### config.mk
export PLATFORM = sky130hd
export DESIGN_NAME = mem_wb_stage_flat
export DESIGN_NICKNAME = d
export VERILOG_FILES = /design/src/rtl/mem_wb_defs.sv /design/src/rtl/mem_wb_stage_if.sv /design/src/rtl/mem_timeout_ctr.sv /design/src/rtl/mem_wb_stage.sv /design/src/flat_wrapper.sv
export SDC_FILE = /design/constraint.sdc
export NUM_CORES = 1
export LEC_CHECK = 0
export ABC_CLOCK_PERIOD_IN_PS = 2200
export CORE_MARGIN = 1
export CORE_UTILIZATION = 60
export CTS_BUF_LIST = sky130_fd_sc_hd__clkbuf_2 sky130_fd_sc_hd__clkbuf_4 sky130_fd_sc_hd__clkbuf_8
export DETAILED_ROUTE_END_ITERATION = 8
export DONT_BUFFER_PORTS = 1
export PLACE_DENSITY = 0.76
export SYNTH_ARGS = -nofsm -noshare
export SYNTH_HDL_FRONTEND = slang
export SYNTH_SLANG_ARGS = --single-unit
### constraint.sdc
create_clock -name clk -period 2.2 [get_ports clk]
set_input_delay 0.22 -clock clk [delete_from_list [all_inputs] [get_ports clk]]
set_output_delay 0.22 -clock clk [all_outputs]
set_load 0.02 [all_outputs]
### src/rtl/mem_wb_defs.sv
// rtl/mem_wb_defs.sv - shared state, op-type and op-code encodings for the mem/wb stage
package mem_wb_defs;

    typedef enum logic {
        ST_IDLE = 1'b0,
        ST_REQ  = 1'b1
    } state_t;

    localparam logic [1:0] TYPE_ALU = 2'b00;
    localparam logic [1:0] TYPE_MEM = 2'b01;

    localparam logic OP_LDR = 1'b0;
    localparam logic OP_STR = 1'b1;

    function automatic logic is_misaligned(input logic [1:0] addr_lsbs);
        return addr_lsbs != 2'b00;
    endfunction

endpackage

### src/rtl/mem_wb_stage_if.sv
// rtl/mem_wb_stage_if.sv - upstream op handshake, data-memory port and writeback/flag outputs
interface mem_wb_stage_if #(
    parameter int DATA_W = 32,
    parameter int ADDR_W = 32,
    parameter int RD_W   = 4
);
    logic              in_valid;
    logic              in_ready;
    logic [1:0]        type_code;
    logic [3:0]        op_code;
    logic [DATA_W-1:0] alu_result;
    logic              alu_neg;
    logic              alu_zero;
    logic [DATA_W-1:0] st_data;
    logic [RD_W-1:0]   rd_idx;

    logic              mem_req;
    logic              mem_we;
    logic [ADDR_W-1:0] mem_addr;
    logic [DATA_W-1:0] mem_wdata;
    logic              mem_ack;
    logic [DATA_W-1:0] mem_rdata;

    logic              wb_valid;
    logic [RD_W-1:0]   wb_rd;
    logic [DATA_W-1:0] wb_data;
    logic              flag_n;
    logic              flag_z;
    logic              err;

    modport slave (
        input  in_valid, type_code, op_code, alu_result, alu_neg, alu_zero, st_data, rd_idx,
        input  mem_ack, mem_rdata,
        output in_ready, mem_req, mem_we, mem_addr, mem_wdata,
        output wb_valid, wb_rd, wb_data, flag_n, flag_z, err
    );

    modport master (
        output in_valid, type_code, op_code, alu_result, alu_neg, alu_zero, st_data, rd_idx,
        output mem_ack, mem_rdata,
        input  in_ready, mem_req, mem_we, mem_addr, mem_wdata,
        input  wb_valid, wb_rd, wb_data, flag_n, flag_z, err
    );
endinterface

### src/rtl/mem_timeout_ctr.sv
// rtl/mem_timeout_ctr.sv - counts cycles while run is high; expired flags the TMO_CYC-th cycle
module mem_timeout_ctr #(
    parameter int TMO_CYC = 16
) (
    input  logic clk,
    input  logic rst_n,
    input  logic run,
    output logic expired
);
    localparam int CW = $clog2(TMO_CYC + 1);

    logic [CW-1:0] cnt;

    // First run cycle sees cnt==0, so expiry lands on run cycle number TMO_CYC.
    assign expired = run && (cnt == CW'(TMO_CYC - 1));

    always_ff @(posedge clk or negedge rst_n) begin
        if (!rst_n) begin
            cnt <= '0;
        end else if (!run) begin
            cnt <= '0;
        end else if (!expired) begin
            cnt <= cnt + 1'b1;
        end
    end
endmodule

### src/rtl/mem_wb_stage.sv
// rtl/mem_wb_stage.sv - ALU writeback / load-store stage; MEM_TIMEOUT_EN adds a req timeout abort
module mem_wb_stage
    import mem_wb_defs::*;
#(
    parameter int DATA_W  = 32,
    parameter int ADDR_W  = 32,
    parameter int RD_W    = 4,
    parameter int TMO_CYC = 16
) (
    input  logic          clk,
    input  logic          rst_n,
    mem_wb_stage_if.slave bus
);
    state_t            state, next_state;
    logic              accept;
    logic              wb_set, err_set, flag_load, mem_start;
    logic [DATA_W-1:0] wb_data_nxt;
    logic [RD_W-1:0]   wb_rd_nxt;
    logic [RD_W-1:0]   rd_q;
    logic              expired;
    logic              unused_op;

    assign bus.in_ready = (state == ST_IDLE);
    // Derived from state so an async reset drops the request immediately.
    assign bus.mem_req  = (state == ST_REQ);
    assign accept       = bus.in_valid && (state == ST_IDLE);
    assign unused_op    = ^bus.op_code[3:1];

`ifdef MEM_TIMEOUT_EN
    mem_timeout_ctr #(
        .TMO_CYC (TMO_CYC)
    ) u_tmo (
        .clk     (clk),
        .rst_n   (rst_n),
        .run     (state == ST_REQ),
        .expired (expired)
    );
`else
    logic unused_tmo;
    assign unused_tmo = (TMO_CYC > 0);
    assign expired    = 1'b0;
`endif

    always_comb begin
        next_state  = state;
        wb_set      = 1'b0;
        err_set     = 1'b0;
        flag_load   = 1'b0;
        mem_start   = 1'b0;
        wb_data_nxt = bus.alu_result;
        wb_rd_nxt   = bus.rd_idx;
        case (state)
            ST_IDLE: begin
                if (accept) begin
                    if (bus.type_code == TYPE_ALU) begin
                        wb_set    = 1'b1;
                        flag_load = 1'b1;
                    end else if (bus.type_code == TYPE_MEM) begin
                        if (is_misaligned(bus.alu_result[1:0])) begin
                            err_set = 1'b1;
                        end else begin
                            mem_start  = 1'b1;
                            next_state = ST_REQ;
                        end
                    end
                end
            end
            ST_REQ: begin
                wb_data_nxt = bus.mem_rdata;
                wb_rd_nxt   = rd_q;
                // Ack takes priority over a timeout expiring in the same cycle.
                if (bus.mem_ack) begin
                    next_state = ST_IDLE;
                    wb_set     = (bus.mem_we == OP_LDR);
                end else if (expired) begin
                    next_state = ST_IDLE;
                    err_set    = 1'b1;
                end
            end
            default: next_state = ST_IDLE;
        endcase
    end

    always_ff @(posedge clk or negedge rst_n) begin
        if (!rst_n) begin
            state         <= ST_IDLE;
            bus.mem_we    <= 1'b0;
            bus.mem_addr  <= '0;
            bus.mem_wdata <= '0;
            rd_q          <= '0;
            bus.wb_valid  <= 1'b0;
            bus.wb_rd     <= '0;
            bus.wb_data   <= '0;
            bus.flag_n    <= 1'b0;
            bus.flag_z    <= 1'b0;
            bus.err       <= 1'b0;
        end else begin
            state        <= next_state;
            bus.wb_valid <= wb_set;
            bus.err      <= err_set;
            if (wb_set) begin
                bus.wb_data <= wb_data_nxt;
                bus.wb_rd   <= wb_rd_nxt;
            end
            if (flag_load) begin
                bus.flag_n <= bus.alu_neg;
                bus.flag_z <= bus.alu_zero;
            end
            if (mem_start) begin
                bus.mem_addr  <= bus.alu_result[ADDR_W-1:0];
                bus.mem_we    <= (bus.op_code[0] == OP_STR);
                bus.mem_wdata <= bus.st_data;
                rd_q          <= bus.rd_idx;
            end
        end
    end
endmodule

### src/flat_wrapper.sv
// flat-port wrapper written by rule: the top's interface ports become plain ports
module mem_wb_stage_flat import mem_wb_defs::*;
#(
    parameter int DATA_W  = 32,
    parameter int ADDR_W  = 32,
    parameter int RD_W    = 4,
    parameter int TMO_CYC = 16
)
  (clk, rst_n, bus_in_valid, bus_type_code, bus_op_code, bus_alu_result, bus_alu_neg, bus_alu_zero, bus_st_data, bus_rd_idx, bus_mem_ack, bus_mem_rdata, bus_in_ready, bus_mem_req, bus_mem_we, bus_mem_addr, bus_mem_wdata, bus_wb_valid, bus_wb_rd, bus_wb_data, bus_flag_n, bus_flag_z, bus_err);
  mem_wb_stage_if #(.DATA_W(DATA_W), .ADDR_W(ADDR_W), .RD_W(RD_W)) bus_i ();
  input  logic clk;
  input  logic rst_n;
  input wire logic [$bits(bus_i.in_valid)-1:0] bus_in_valid;
  input wire logic [$bits(bus_i.type_code)-1:0] bus_type_code;
  input wire logic [$bits(bus_i.op_code)-1:0] bus_op_code;
  input wire logic [$bits(bus_i.alu_result)-1:0] bus_alu_result;
  input wire logic [$bits(bus_i.alu_neg)-1:0] bus_alu_neg;
  input wire logic [$bits(bus_i.alu_zero)-1:0] bus_alu_zero;
  input wire logic [$bits(bus_i.st_data)-1:0] bus_st_data;
  input wire logic [$bits(bus_i.rd_idx)-1:0] bus_rd_idx;
  input wire logic [$bits(bus_i.mem_ack)-1:0] bus_mem_ack;
  input wire logic [$bits(bus_i.mem_rdata)-1:0] bus_mem_rdata;
  output wire logic [$bits(bus_i.in_ready)-1:0] bus_in_ready;
  output wire logic [$bits(bus_i.mem_req)-1:0] bus_mem_req;
  output wire logic [$bits(bus_i.mem_we)-1:0] bus_mem_we;
  output wire logic [$bits(bus_i.mem_addr)-1:0] bus_mem_addr;
  output wire logic [$bits(bus_i.mem_wdata)-1:0] bus_mem_wdata;
  output wire logic [$bits(bus_i.wb_valid)-1:0] bus_wb_valid;
  output wire logic [$bits(bus_i.wb_rd)-1:0] bus_wb_rd;
  output wire logic [$bits(bus_i.wb_data)-1:0] bus_wb_data;
  output wire logic [$bits(bus_i.flag_n)-1:0] bus_flag_n;
  output wire logic [$bits(bus_i.flag_z)-1:0] bus_flag_z;
  output wire logic [$bits(bus_i.err)-1:0] bus_err;
  assign bus_i.in_valid = bus_in_valid;
  assign bus_i.type_code = bus_type_code;
  assign bus_i.op_code = bus_op_code;
  assign bus_i.alu_result = bus_alu_result;
  assign bus_i.alu_neg = bus_alu_neg;
  assign bus_i.alu_zero = bus_alu_zero;
  assign bus_i.st_data = bus_st_data;
  assign bus_i.rd_idx = bus_rd_idx;
  assign bus_i.mem_ack = bus_mem_ack;
  assign bus_i.mem_rdata = bus_mem_rdata;
  assign bus_in_ready = bus_i.in_ready;
  assign bus_mem_req = bus_i.mem_req;
  assign bus_mem_we = bus_i.mem_we;
  assign bus_mem_addr = bus_i.mem_addr;
  assign bus_mem_wdata = bus_i.mem_wdata;
  assign bus_wb_valid = bus_i.wb_valid;
  assign bus_wb_rd = bus_i.wb_rd;
  assign bus_wb_data = bus_i.wb_data;
  assign bus_flag_n = bus_i.flag_n;
  assign bus_flag_z = bus_i.flag_z;
  assign bus_err = bus_i.err;
  mem_wb_stage #(.DATA_W(DATA_W), .ADDR_W(ADDR_W), .RD_W(RD_W), .TMO_CYC(TMO_CYC)) u_core (.clk(clk), .rst_n(rst_n), .bus(bus_i));
endmodule
==> impl_metrics.yaml, run 1 <==
outcome:
  status: "complete, but fails checks"
  violations: "hold timing"
placement:
  place_ws_ns: 0.414
  placed_area_sq_um: 4740
  port-buffer-count: 0
  place_congestion: 0.699
  dpl.hpwl_mm: 6.07
timing:
  slew_violations: 0
  skew_ns: 0.0113
  fin_tns_setup_ns: 0
  worst_pin_slew_ns: 0.453
  fmax_mhz: 564
  layout_setup_ws_ns: 0.426
  period_share_pct: 80.6
  fin_crit_ns: 1.77
  setup_viol: 0
  maxSlewHeadroom_pct: 69.8
  report.final.hold_viol_count: 110
  rsz0062_at_grt: "false"
  holdWs_ns: -0.454
power_and_ir_drop:
  irDropWorstVdd_uv: 494
  p_leak_uw: 0.00243
  total_power_uw: 5420
  switching_power_uw: 1830
  internal_power_uw: 3590
  pwr-share-comb_pct: 14.0
  power_per_cell_area_nw_per_um2: 982
  clockPowerShare_pct: 22.1
  seq_power_share_pct: 63.9
  sw_frac_of_total_pct: 33.7
route:
  wl_per_cell_microns: 21.5
  vias_per_cell: 5.76
  drc: 0
  postRouteAntennaNets: 0
  drtPass1Iterations: 4
  vias: 2547
  drt_iter0_drc: 61
  wirelength_mm: 9.49
synth:
  yosysSeqAreaShare_pct: 59.0
  synth-xor-area-share_pct: 0
  synth.distinct_cells: 15
  synth_edf_count: 0
  yosys.area_share.simple_pct: 1.48
  synth_area_leaders: "dfrtp_1, mux2_2, mux2_4"
  synth_most_common_cell: "mux2_2"
  synth.area.mux_share_pct: 36.4
  yosysTopAreaCell: "dfrtp_1"
  syn-mean-instance-area_sq_um: 16.8
  synth-seq-cells: 110
  syn_area_sq_um: 4660
  syn_inst: 278
  syn-num-nets: 390
  synth_warnings: 0
  synth_top_family_by_area: "multiplexers"
  synth-compound-area-share_pct: 0.349
  synthTopCellsByCount: "mux2_2, dfrtp_1, mux2_4"
  async_flop_share_pct: 100
  ys.flop_type: "dfrtp_1"
  synth.top_cell.area_share_pct: 59.0
  synthAdderAreaFrac_pct: 0
cts:
  root_buffer: "clkbuf_8"
  clk_pin_slew_worst_paths_ns: 0.10
  cts_resized: 0
  cts_made_buffers: 9
  clock_latency_ns: 0.36
  cts_tree: "done"
  ctsLongestPathBuffers: 2
  cts.htree.levels: 3
  numClockSinks: 110
grt:
  grt_pass1_vias: 2845
  grt-ovfl-total: 0
  grtUsageTotal_pct: 23.6
  antenna_found_initial: 0
  grt_start_max_net_pins: 111
  grt_pass1_wl_mm: 14.9
worst_setup_path:
  worstPathMaxFanout: 38
  required_ns: 2.44
  worst_ep_arrival_time_ns: 2.02
  crit_chain: "buf_4 > nor3b_2 > nand3_4 > buf_4 > mux2_2"
  critPathKind: "register to register"
  cp-end-kind: "register"
  crit_slowest_cell: "dfrtp_2"
  cp_common_cell: "buf_4"
  startpoint_type: "register"
  critPathMaxStageDelay_ns: 0.44
floorplanning:
  core_sq_um: 7370
  pin_count: 219
  die_x_microns: 90.2
  initial_core_util_pct: 63.3
  rows: 31
  fp.dieH_microns: 90.2
  dieArea_sq_um: 8130
final_layout:
  finalInstanceArea_sq_um: 5520
  fill_cells: 439
  areaGrowthSynthToFinish_pct: 18.3
  final_util_pct: 74.9
  nets: 450
  antenna_cells: 0
  drive_gt1_share_pct: 49.0
hold_path:
  hold_path.class: "input pin to asynchronous set/reset pin"
flow_run:
  drv_cap: 0
==> flip-flops by register name (all words and copies together) (netlist names) <==
name                  cells
u_core.bus.mem_req        1
u_core.bus.mem_we         1
u_core.bus.wb_rd          4
u_core.bus.err            1
u_core.bus.flag_z         1
u_core.bus.mem_wdata     32
u_core.bus.flag_n         1
u_core.rd_q               4
u_core.bus.wb_valid       1
u_core.bus.wb_data       32
u_core.bus.mem_addr      32
==> area by class of cell <==
cell class              count  area [sq um]  area share, %
repair buffers             64           638           11.6
multi-input cells         152          1800           32.7
flip-flops and latches    110          2750           49.9
clock buffers               9           124           2.24
clock inverters             7          72.6           1.32
inverters                   1          3.75         0.0680
well taps                  99           124           2.24
==> cell usage in the layout, fill, tap and decap left out <==
| cell type | n |
|---|---|
| and2_1 | 2 |
| buf_12 | 1 |
| buf_4 | 5 |
| bufinv_16 | 1 |
| clkbuf_8 | 9 |
| clkinv_2 | 2 |
| clkinvlp_4 | 2 |
| dfrtp_1 | 109 |
| dfrtp_2 | 1 |
| dlygate4sd3_1 | 58 |
| inv_1 | 1 |
| inv_6 | 2 |
| mux2_2 | 112 |
| mux2_4 | 29 |
| nand2_1 | 2 |
| nand3_4 | 1 |
| nor2_1 | 2 |
| nor3b_2 | 1 |
| nor4b_4 | 1 |
| o21ai_0 | 1 |
| o21bai_4 | 1 |
==> critical path: cells and delay by family, from the launching register on <==
kind / cells / cell delay [ns]
simple gates: 2 / 0.39
mux: 1 / 0.33
buf+inv: 2 / 0.49
flops: 1 / 0.44
==> final timing paths <==
path / depth (start not counted) / endpoint / slack [ns] / from
max: 5 / u_core.bus.mem_wdata[9] / 0.43 / u_core.bus.mem_req
min reg2reg: 1 / u_core.rd_q[0] / 0.51 / u_core.rd_q[0]
min: 0 / u_core.bus.mem_addr[25] / -0.45 / rst_n
min in group clk: 1 / u_core.bus.mem_wdata[21] / 0.02 / bus_st_data[21]
max in group asynchronous: 0 / u_core.bus.wb_data[15] / 2.45 / rst_n
max reg2reg: 5 / u_core.bus.mem_wdata[9] / 0.43 / u_core.bus.mem_req
==> routing by layer <==
| layer | routed length, microns | up-vias | global-route usage, % |
|---|---|---|---|
| met4 | 270 | 0 | 9.81 |
| met1 | 3530 | 1272 | 28.0 |
| li1 | - | 1105 | - |
| met3 | 937 | 27 | 9.14 |
| met5 | 0 | - | 0 |
| met2 | 4750 | 143 | 38.5 |
==> cell families (layout without fill, tap and decap cells) <==
family / after synthesis / count (layout)
compound gates: 2 / 2
buf+inv: 16 / 81
flops: 110 / 110
mux: 141 / 141
simple gates: 9 / 9
==> power groups by stage <==
stage | Sequential (uW) | Clock (uW) | Combinational (uW)
floorplan | 3370 | 0 | 614
global placement | 3480 | 0 | 642
detailed placement | 3500 | 0 | 673
CTS | 3460 | 1230 | 742
global route | 3510 | 1300 | 818
finish | 3460 | 1200 | 759
==> through the flow <==
stage | hold WS [ns] | cells
2_1_floorplan | -0.0756 | 278
3_3_place_gp | -0.0737 | 368
3_5_place_dp | -0.0733 | 368
4_1_cts | -0.470 | 430
5_1_grt | -0.480 | 442
6_report | -0.454 | 442
==> repair_timing <==
item | CTS | global route
endpoints found under the hold margin | 156 | 122
hold buffers | 46 | 12
buffers inserted | 0 | 0
Power figures use the tool's default switching activity.
==> inputs of run 2 (changes only) <==
- ABC_CLOCK_PERIOD_IN_PS: 2200 -> 1500
- CORE_UTILIZATION: 60 -> 59
- PLACE_DENSITY: 0.76 -> 0.78
- clock period: 2.2 -> 1.5 ns (I/O delays scaled with it)
==> impl_metrics.yaml, run 2 (synthesis results as in run 1) <==
route:
  drc: 0
  vias: 2655
  vias_per_cell: 5.67
  postRouteAntennaNets: 0
  drtPass1Iterations: 4
  wirelength_mm: 10.1
  wl_per_cell_microns: 21.5
  drt_iter0_drc: 58
cts:
  root_buffer: "clkbuf_8"
  clk_pin_slew_worst_paths_ns: 0.10
  cts_made_buffers: 9
  cts.htree.levels: 3
  cts_tree: "done"
  numClockSinks: 110
  ctsLongestPathBuffers: 2
  cts_hold_buf: 74
  clock_latency_ns: 0.35
hold_path:
  hold_path.class: "input pin to asynchronous set/reset pin"
floorplanning:
  dieArea_sq_um: 8270
  fp.dieH_microns: 90.9
  rows: 32
  initial_core_util_pct: 60.7
  pin_count: 219
  die_x_microns: 90.9
  core_sq_um: 7690
timing:
  holdWs_ns: -0.520
  layout_setup_ws_ns: -0.0963
  skew_ns: 0.0114
  fin_tns_setup_ns: -2.81
  fmax_mhz: 626
  worst_pin_slew_ns: 0.335
  report.final.hold_viol_count: 110
  slew_violations: 0
  fin_crit_ns: 1.60
  setup_viol: 58
  period_share_pct: 106
  maxSlewHeadroom_pct: 77.6
  rsz0062_at_grt: "true"
placement:
  place_ws_ns: -0.0750
  dpl.hpwl_mm: 6.12
  place_congestion: 0.748
  numPlacedInstances: 375
  port-buffer-count: 0
  placed_area_sq_um: 4820
outcome:
  violations: "hold timing, setup timing"
  status: "complete, but fails checks"
worst_setup_path:
  crit_path_start: "u_core.bus.mem_req"
  critPathKind: "register to register"
  worstPathMaxFanout: 7
  startpoint_type: "register"
  r2r-start: "u_core.bus.mem_req"
  required_ns: 1.74
  r2r_slack_ns: -0.1
  worst_ep_arrival_time_ns: 1.83
  cp-end-kind: "register"
final_layout:
  layout_common_cells: "dfrtp_1, mux2_2, dlygate4sd3_1"
  drive_gt1_share_pct: 47.7
  reg_top3: "u_core.bus.mem_addr x32, u_core.bus.mem_wdata x32, u_core.bus.wb_data x32"
  fill_cells: 451
  layout_commonest_cell: "dfrtp_1"
  nets: 472
  finalInstanceArea_sq_um: 5800
  areaGrowthSynthToFinish_pct: 24.3
  final_cells: 468
power_and_ir_drop:
  irDropWorstVdd_uv: 882
  total_power_uw: 7900
  p_leak_uw: 0.00257
  power_per_cell_area_nw_per_um2: 1360
grt:
  grt_pass1_vias: 3038
  grt-ovfl-total: 0
  grt_start_max_net_pins: 111
  grt_pass1_wl_mm: 16.2
  antenna_found_initial: 0
  grtUsageTotal_pct: 25.5
flow_run:
  drv_cap: 0
[run 2: cell count changes in the layout (fill, tap and decap cells not counted), moves of 4 or more]
cell           before  now
mux2_2            112  105
buf_12              1    5
dlygate4sd3_1      58   74
mux2_4             29   36
[run 2: what timing repair did]
action,CTS,global route
endpoints found under the setup margin,79,104
buffers inserted,0,1
endpoints found under the hold margin,181,110
cloned,0,1
gates resized for setup,7,0
[run 2: power by group]
| group | internal (uW) | total, uW | switching [uW] |
|---|---|---|---|
| Sequential | 3670 | 5060 | 1390 |
| Combinational | 905 | 1240 | 336 |
| Clock | 612 | 1600 | 986 |
| Total | 5190 | 7900 | 2720 |
[run 2: metal layers]
layer | track usage [%] | routed length (microns)
met5 | 0 | 0
met3 | 7.32 | 764
met2 | 42.9 | 5290
met1 | 31.1 | 3860
met4 | 9.52 | 166
[run 2: layout make-up]
class | count | area, sq um | area share (%)
Antenna cell | 1 | 2.50 | 0.0431
Clock buffer | 9 | 124 | 2.14
Inverter | 1 | 3.75 | 0.0647
Clock inverter | 7 | 48.8 | 0.841
Sequential cell | 110 | 2750 | 47.5
Multi-Input combinational cell | 152 | 1830 | 31.5
Tap cell | 102 | 128 | 2.20
Timing Repair Buffer | 86 | 911 | 15.7
[run 2: worst paths after layout]
check | cells after the start | to
max in group asynchronous | 0 | u_core.bus.mem_addr[19]
worst min register to register | 1 | u_core.rd_q[0]
min in group clk | 2 | u_core.bus.wb_data[7]
worst max-delay path | 4 | u_core.bus.wb_data[26]
worst max register to register | 4 | u_core.bus.wb_data[26]
worst min-delay path | 0 | u_core.bus.mem_addr[15]
[run 2: critical path: stages (launching register included)]
cell and delay (ns):
dfrtp_2 0.46, nor4b_4 0.25, o21bai_4 0.25, clkbuf_16 0.23
mux2_4 0.30
[run 2: metrics by stage]
step	util, %	hold WS (ns)
2_1_floorplan	-	-0.146
3_5_place_dp	62.8	-0.144
4_1_cts	75.0	-0.539
5_1_grt	75.4	-0.557
6_report	75.4	-0.520
3_3_place_gp	62.8	-0.144
==> inputs of run 3 (changes only) <==
- CORE_ASPECT_RATIO: default -> 2
==> impl_metrics.yaml, run 3 (synthesis results as in run 1) <==
placement:
  dpl.hpwl_mm: 6.26
  numPlacedInstances: 368
  place_congestion: 0.742
  port-buffer-count: 0
route:
  wirelength_mm: 10.1
  postRouteAntennaNets: 0
  wl_per_cell_microns: 22.1
  drtPass1Iterations: 4
  top_layer: "met4"
  drc: 0
  vias: 2621
  vias_per_cell: 5.72
  wl_met1_mm: 3.54
  dr_wl_met2_mm: 5.56
  wl_met3_microns: 727
  drt_iter0_drc: 183
floorplanning:
  initial_core_util_pct: 61.4
  rows: 45
  dieArea_sq_um: 8290
  fp.dieH_microns: 128
  die_x_microns: 64.9
  pin_count: 219
  core_sq_um: 7600
grt:
  grt-ovfl-total: 0
  grt_start_max_net_pins: 111
  grtUsageTotal_pct: 25.4
  grt_pass1_vias: 2995
  antenna_found_initial: 0
  grt_pass1_wl_mm: 15.3
worst_setup_path:
  r2r_slack_ns: -0.08
  critPathKind: "register to register"
  r2r_cells: 4
  critPathCapture: "u_core.bus.wb_data[25]"
  r2r-start: "u_core.bus.mem_req"
  required_ns: 1.74
  cp-end-kind: "register"
  worst_ep_arrival_time_ns: 1.82
  crit_path_start: "u_core.bus.mem_req"
  regToRegEndpoint: "u_core.bus.wb_data[25]"
  worstPathMaxFanout: 19
  startpoint_type: "register"
  crit_slowest_cell: "dfrtp_2"
  crit_chain: "nor4b_4 > o21bai_4 > buf_12 > mux2_4"
  critPathMaxStageDelay_ns: 0.46
final_layout:
  drive_gt1_share_pct: 47.5
  nets: 471
  layout_commonest_cell: "mux2_2"
  antenna_cells: 0
  layout_common_cells: "mux2_2, dfrtp_1, dlygate4sd3_1"
  seqCellArea_sq_um: 2750
  final_cells: 458
  final_util_pct: 76.0
  multi_input_comb_area_sq_um: 1810
  fill_cells: 449
  areaGrowthSynthToFinish_pct: 23.8
  reg_top3: "u_core.bus.mem_addr x32, u_core.bus.mem_wdata x32, u_core.bus.wb_data x32"
cts:
  cts.htree.levels: 3
  numClockSinks: 110
  cts_tree: "done"
  post_cts_buffers: 0
  clock_latency_ns: 0.36
  cts_hold_buf: 74
  root_buffer: "clkbuf_8"
  clk_pin_slew_worst_paths_ns: 0.10
  ctsLongestPathBuffers: 2
  cts_made_buffers: 9
flow_run:
  drv_cap: 0
timing:
  slew_violations: 0
  layout_setup_ws_ns: -0.0761
  fin_crit_ns: 1.58
  holdWs_ns: -0.521
  fin_tns_setup_ns: -4.97
  setup_viol: 103
  report.final.hold_viol_count: 110
  rsz0062_at_grt: "true"
  fmax_mhz: 634
  worst_pin_slew_ns: 0.329
  skew_ns: 0.0142
  maxSlewHeadroom_pct: 78.1
  period_share_pct: 105
power_and_ir_drop:
  sw_frac_of_total_pct: 33.6
  pwr-share-comb_pct: 14.9
  seq_power_share_pct: 63.0
  p_leak_uw: 0.00255
  total_power_uw: 8050
  power_per_cell_area_nw_per_um2: 1390
  internal_power_uw: 5350
  irDropWorstVdd_uv: 1090
  clockPowerShare_pct: 22.0
  switching_power_uw: 2700
hold_path:
  hold_path.class: "input pin to asynchronous set/reset pin"
outcome:
  violations: "hold timing, setup timing"
  status: "complete, but fails checks"
==> run 3: layout make-up <==
| class | instances | area share (%) |
|---|---|---|
| flip-flops and latches | 110 | 47.7 |
| clock buffers | 10 | 2.28 |
| inverters | 1 | 0.0650 |
| well taps | 94 | 2.04 |
| repair buffers | 85 | 15.3 |
| multi-input cells | 152 | 31.3 |
| clock inverters | 6 | 1.24 |
==> run 3: what timing repair did <==
item	CTS	global route
resized for setup	1	1
setup endpoints to repair	101	103
hold endpoints to repair	181	110
==> run 3: worst min-delay path by stage <==
| stage | startpoint | endpoint | slack [ns] | cells past startpoint |
|---|---|---|---|---|
| floorplan | rst_n | u_core.bus.err | -0.15 | 0 |
| global placement | rst_n | u_core.bus.mem_addr[18] | -0.14 | 0 |
| detailed placement | rst_n | u_core.bus.wb_data[18] | -0.14 | 0 |
| CTS | rst_n | u_core.bus.wb_data[9] | -0.55 | 0 |
| global route | rst_n | u_core.bus.wb_data[9] | -0.56 | 0 |
| finish | rst_n | u_core.bus.wb_data[9] | -0.52 | 0 |
==> run 3: worst max-delay path: cells and delay by family, from the launching register on <==
kind                   cells  cell delay (ns)
multiplexers               1             0.32
buffers and inverters      1             0.22
AND/OR/NAND/NOR            1             0.25
AO/OA/AOI/OAI              1             0.20
flip-flops                 1             0.46
==> run 3: power by group through the flow <==
stage,sequential (uW),clock (uW),combinational (uW)
5_1_grt,5150,1910,1290
3_3_place_gp,5100,0,974
2_1_floorplan,4940,0,902
3_5_place_dp,5120,0,1030
6_report,5070,1770,1200
4_1_cts,5070,1820,1190
==> run 3: metal layers <==
metal	vias to the layer above	track usage (%)
met5	-	0
met4	0	11.8
met3	23	7.38
met2	138	43.9
met1	1316	28.0
li1	1144	-
==> run 3: through the flow <==
step | setup WS, ns | hold slack [ns] | area (sq um)
3_3_place_gp | -0.0303 | -0.144 | 4820
4_1_cts | -0.0867 | -0.550 | 5770
2_1_floorplan | -0.123 | -0.146 | 4670
6_report | -0.0761 | -0.521 | 5770
5_1_grt | -0.133 | -0.556 | 5770
3_5_place_dp | -0.0898 | -0.143 | 4820
